## src/rtl/ber_checker_sync.sv

```systemverilog
// Decimating BER checker: slices one sample per symbol, searches the reference latency,
// then counts compared bits and bit errors once locked.
module ber_checker_sync #(
    parameter int NB_DATA  = 18,
    parameter int OS       = 4,
    parameter int NB_PHASE = 2,
    parameter int NB_LAT   = 9,
    parameter int SYNC_WIN = 511,
    parameter int NB_CNT   = 64
) (
    input  logic                i_clk,
    input  logic                i_rst,
    input  logic                i_valid,
    input  logic [NB_DATA-1:0]  i_data,
    input  logic                i_ref_bit,
    input  logic [NB_PHASE-1:0] i_phase,
    output logic                o_sliced,
    output logic                o_locked,
    output logic [NB_LAT-1:0]   o_latency,
    output logic [NB_CNT-1:0]   o_bit_count,
    output logic [NB_CNT-1:0]   o_err_count
);
    localparam int DEPTH  = 2**NB_LAT - 1;
    localparam int NB_WIN = $clog2(SYNC_WIN + 1);

    localparam logic [NB_PHASE-1:0] CNT_LAST  = NB_PHASE'(OS - 1);
    localparam logic [NB_WIN-1:0]   WIN_LAST  = NB_WIN'(SYNC_WIN - 1);
    localparam logic [NB_CNT-1:0]   CNT_MAX   = '1;
    localparam logic                ST_SEARCH = 1'b0;
    localparam logic                ST_LOCKED = 1'b1;

    logic [NB_PHASE-1:0] cnt_q, cnt_d;
    logic [NB_PHASE-1:0] phase_q, phase_d;
    logic [DEPTH-1:0]    dl_q, dl_d;
    logic                sliced_q, sliced_d;
    logic                state_q, state_d;
    logic [NB_LAT-1:0]   lat_q, lat_d;
    logic [NB_WIN-1:0]   win_cnt_q, win_cnt_d;
    logic                win_err_q, win_err_d;
    logic [NB_CNT-1:0]   bit_q, bit_d;
    logic [NB_CNT-1:0]   err_q, err_d;

    logic            strobe;
    logic            sliced_bit;
    logic            mismatch;
    logic [DEPTH:0]  ref_taps;

    // Index L of ref_taps is the reference bit from L strobes ago; index 0 is the live input.
    assign ref_taps = {dl_q, i_ref_bit};

    always_comb begin
        strobe     = i_valid && (cnt_q == phase_q);
        sliced_bit = ($signed(i_data) >= 0);
        mismatch   = sliced_bit ^ ref_taps[lat_q];

        cnt_d     = cnt_q;
        phase_d   = phase_q;
        dl_d      = dl_q;
        sliced_d  = sliced_q;
        state_d   = state_q;
        lat_d     = lat_q;
        win_cnt_d = win_cnt_q;
        win_err_d = win_err_q;
        bit_d     = bit_q;
        err_d     = err_q;

        if (i_valid) begin
            if (cnt_q == CNT_LAST) begin
                cnt_d   = '0;
                phase_d = i_phase;
            end else begin
                cnt_d = cnt_q + NB_PHASE'(1);
            end
        end

        if (strobe) begin
            sliced_d = sliced_bit;
            dl_d     = {dl_q[DEPTH-2:0], i_ref_bit};
            case (state_q)
                ST_SEARCH: begin
                    if (win_cnt_q == WIN_LAST) begin
                        if (!win_err_q && !mismatch) begin
                            state_d = ST_LOCKED;
                        end else begin
                            lat_d = lat_q + NB_LAT'(1);
                        end
                        win_cnt_d = '0;
                        win_err_d = 1'b0;
                    end else begin
                        win_cnt_d = win_cnt_q + NB_WIN'(1);
                        win_err_d = win_err_q | mismatch;
                    end
                end
                default: begin
                    if (bit_q != CNT_MAX) begin
                        bit_d = bit_q + NB_CNT'(1);
                    end
                    if (mismatch && (err_q != CNT_MAX)) begin
                        err_d = err_q + NB_CNT'(1);
                    end
                end
            endcase
        end
    end

    always_ff @(posedge i_clk) begin
        if (i_rst) begin
            cnt_q     <= '0;
            phase_q   <= '0;
            dl_q      <= '0;
            sliced_q  <= 1'b0;
            state_q   <= ST_SEARCH;
            lat_q     <= '0;
            win_cnt_q <= '0;
            win_err_q <= 1'b0;
            bit_q     <= '0;
            err_q     <= '0;
        end else begin
            cnt_q     <= cnt_d;
            phase_q   <= phase_d;
            dl_q      <= dl_d;
            sliced_q  <= sliced_d;
            state_q   <= state_d;
            lat_q     <= lat_d;
            win_cnt_q <= win_cnt_d;
            win_err_q <= win_err_d;
            bit_q     <= bit_d;
            err_q     <= err_d;
        end
    end

    assign o_sliced    = sliced_q;
    assign o_locked    = (state_q == ST_LOCKED);
    assign o_latency   = lat_q;
    assign o_bit_count = bit_q;
    assign o_err_count = err_q;

endmodule

```

## config.mk

```make
export PLATFORM = sky130hd
export DESIGN_NAME = ber_checker_sync
export DESIGN_NICKNAME = d
export VERILOG_FILES = /design/src/rtl/ber_checker_sync.sv
export SDC_FILE = /design/constraint.sdc
export NUM_CORES = 2
export LEC_CHECK = 0
export ABC_AREA = 1
export BUFFER_PORTS_ARGS = -buffer_cell sky130_fd_sc_hd__buf_2
export CORE_UTILIZATION = 35
export DETAILED_ROUTE_END_ITERATION = 12
export SETUP_SLACK_MARGIN = 0.3
export SLEW_MARGIN = 20
export SYNTH_ARGS = -nofsm -noshare
export SYNTH_HDL_FRONTEND = slang
export SYNTH_SLANG_ARGS = --single-unit
```

## constraint.sdc

```tcl
create_clock -name i_clk -period 2.9 [get_ports i_clk]
set_clock_uncertainty 0.15 [all_clocks]
set_input_delay 0.58 -clock i_clk [delete_from_list [all_inputs] [get_ports i_clk]]
set_output_delay 0.58 -clock i_clk [all_outputs]
set_load 0.02 [all_outputs]
```

==> results.json <==
{
  "die_area_um2": 91960,
  "cap_violations": 0,
  "timing.rr.start": "o_latency[0]$_SDFFE_PP0P_",
  "max_freq_mhz": 323.2,
  "crit_arrival_ns": 3.49,
  "dp_hpwl_mm": 60.85,
  "drive_above_1_share_pct": 14.27,
  "ys_warn_count": 0,
  "layout_setup_ws_ns": -0.1936,
  "p_per_area_nw_per_um2": 567.4,
  "ios": 163,
  "drt-vias-per-instance": 5.092,
  "cts_tree": "yes",
  "critPathMaxFanout": 8,
  "cts_buffers": 76,
  "period_share_pct": 106.7,
  "synth_most_common_cell": "nand2_1",
  "synth-edff-count": 0,
  "worstRegToRegCells": 20,
  "placed_cells": 5882,
  "clock_latency_ns": 0.63,
  "finalNonFillerCells": 6070,
  "violations": "setup timing",
  "fp.dieW_um": 303.2,
  "synth-seq-cells": 664,
  "regArea_um2": 13320,
  "num_vias": 30910,
  "critPathCaptureType": "flip-flop",
  "fp.dieH_um": 303.2,
  "setup.worst_path.class": "reg -> reg",
  "htreeDepth": 3,
  "ir_drop_mv": 0.3553,
  "holdWs_ns": 0.06179,
  "wirelength_mm": 96.52,
  "path_cells": "buf_12 > buf_16 > buf_12 > buf_4 > o211ai_1 > nand3_1 > nand3_2 > nand3_2 > nand2_2 > nand3_4 > nand3_4 > nand2_4 > nand2_4 > nand2_4 > nand2_4 > nand2_4 > nor2_8 > bufbuf_16 > nand3_1 > a21oi_1",
  "synth_nets": 4678,
  "hold_violations": 0,
  "grt_setup_unrepaired": "true",
  "first_pass_iters": 5,
  "netlist_area_um2": 31760,
  "synth-async-reset-ratio_pct": 0,
  "grt_start_max_net_pins": 186,
  "core_area_um2": 90010,
  "max_stage_delay_ns": 0.37,
  "relSlewSlack_pct": 51.53,
  "setup_violations": 66,
  "seq_area_frac_synth_pct": 41.85,
  "cts.sinks": 664,
  "crit_path_start": "o_latency[0]$_SDFFE_PP0P_",
  "synthTopCellsByArea": "dfxtp_1, a21oi_1, o21ai_0",
  "syn_inst": 4648,
  "synth_top_area_share_pct": 41.85,
  "cp_top_family": "simple AND/OR/NAND/NOR gates",
  "crit_buf_inv": 5,
  "nNetsFinal": 4864,
  "initial_core_util_pct": 35.29,
  "synthTopCellsByCount": "nand2_1, a21oi_1, dfxtp_1, o21ai_0, inv_1",
  "synthToLayoutAreaGrowth_pct": 23.17,
  "first_iter_violations": 2506,
  "cp_num_cells": 20,
  "required_ns": 3.29,
  "cp-endpoint": "o_err_count[31]$_SDFFE_PP0P_",
  "nFillCells": 9278,
  "antenna_found_initial": 2,
  "hold_class": "in -> reg",
  "finalCriticalPeriod_ns": 3.094,
  "outcome": "finished with violations",
  "grt_pass1_wl_mm": 152.0,
  "io_buffers": 145,
  "rrSetupSlack_ns": -0.19,
  "clk_path_buf_depth": 3,
  "grt_pass1_vias": 28100,
  "multi_input_area_um2": 15450,
  "grt_usage_pct": 20.33,
  "synth_cell_type_count": 39,
  "gp_congestion": 0.9484,
  "slew_violations": 0,
  "antenna_left": 0,
  "syn_avg_cell_area_um2": 6.833,
  "wire_per_inst_um": 15.90,
  "route.detailed.drc": 0,
  "clk_pin_slew_ns": 0.06,
  "root_buffer": "clkbuf_16",
  "critPathLaunchType": "flip-flop",
  "crit_path_top_delay_cell": "dfxtp_4",
  "overflow": 0,
  "timing.rr.end": "o_err_count[31]$_SDFFE_PP0P_",
  "yosysTopAreaCell": "dfxtp_1",
  "num_rows": 110,
  "ys.flop_type": "dfxtp_1",
  "critPathMostFrequentCell": "nand2_4",
  "worst_pin_slew_ns": 0.7271,
  "leakagePower_uw": 0.01520
}
[what timing repair did]
action	CTS	global route
resized for setup	112	112
setup endpoints to repair	104	273
hold buffers	0	0
buffers inserted	18	5
pin swaps	22	26
gates cloned	17	10
[kinds of logic (layout without fill, tap and decap cells)]
family / after synthesis / in the layout / share of synthesized area, %
XOR/XNOR: 82 / 82 / 2.261
AND/OR/NAND/NOR: 1650 / 1650 / 22.07
flip-flops: 664 / 664 / 41.85
other: 0 / 2 / 0
buffers and inverters: 870 / 1114 / 11.34
AO/OA/AOI/OAI: 1376 / 1376 / 22.24
adder cells (fa/ha/maj): 6 / 6 / 0.2364
[power by group]
part | switching, µW | internal (µW)
registers | 350 | 9870
logic | 1370 | 673
clock network | 3970 | 5960
total | 5690 | 16500
[registers in the layout, summed over array words and instances, names as in the netlist]
name / cells
dl_q: 511
o_bit_count: 64
o_err_count: 64
o_latency: 9
win_cnt_q: 9
cnt_q: 2
phase_q: 2
o_locked: 1
o_sliced: 1
win_err_q: 1
[cells in the final DEF (no fill, tap or decap), types with 23 or more instances in the layout]
cell	n
nand2_1	757
nand4_1	41
buf_2	144
o21ai_1	23
nor2_1	320
xor2_1	72
a21oi_1	649
nor3_1	62
clkbuf_8	26
buf_12	53
o21ai_0	613
dfxtp_1	648
nand2_2	27
clkbuf_16	87
o211ai_1	57
inv_1	535
buf_4	176
nor4_1	33
nand3_1	325
[cell type report]
| cell class | instances | share of cell area [%] |
|---|---|---|
| Clock buffer | 118 | 6.039 |
| Multi-Input combinational cell | 3114 | 39.50 |
| Clock inverter | 18 | 0.5821 |
| Timing Repair Buffer | 422 | 10.64 |
| Antenna cell | 2 | 0.01279 |
| Sequential cell | 664 | 34.04 |
| Inverter | 556 | 5.424 |
| Tap cell | 1176 | 3.761 |
[per-stage QoR]
stage          cell area (µm²)  total power (µW)  setup TNS (ns)  setup WS (ns)  util [%]
2_1_floorplan            31770             11930               0         0.3170         -
3_3_place_gp             34800             12350          -5.002        -0.1020     38.67
3_5_place_dp             34800             12400          -6.137        -0.1456     38.67
4_1_cts                  38420             22420          -5.176        -0.1286     42.69
5_1_grt                  39120             23250          -20.72        -0.3570     43.46
6_report                 39120             22200          -8.215        -0.1936     43.46
[routing by layer]
metal | wire length [µm] | global-route usage [%] | vias to the layer above | share of wire (%)
met5 | 0 | 0 | - | 0
met4 | 3080 | 7.669 | 0 | 3.2
li1 | - | - | 15680 | -
met1 | 44800 | 28.17 | 14290 | 46
met3 | 5506 | 2.756 | 184 | 5.7
met2 | 43140 | 31.97 | 754 | 45
[how the worst min path moves through the flow]
stage	start	end	slack, ns	depth (start not counted)
after floorplan	win_cnt_q[8]$_SDFFE_PP0P_	win_cnt_q[8]$_SDFFE_PP0P_	0.27	1
after global placement	dl_q[510]$_SDFFE_PP0P_	dl_q[510]$_SDFFE_PP0P_	0.29	2
after detailed placement	win_cnt_q[8]$_SDFFE_PP0P_	win_cnt_q[8]$_SDFFE_PP0P_	0.29	1
after CTS	i_data[17]	o_sliced$_SDFFE_PP0P_	0.02	2
after global routing	i_data[17]	o_sliced$_SDFFE_PP0P_	0.05	2
final	i_data[17]	o_sliced$_SDFFE_PP0P_	0.06	2
Power figures use the tool's default switching activity.
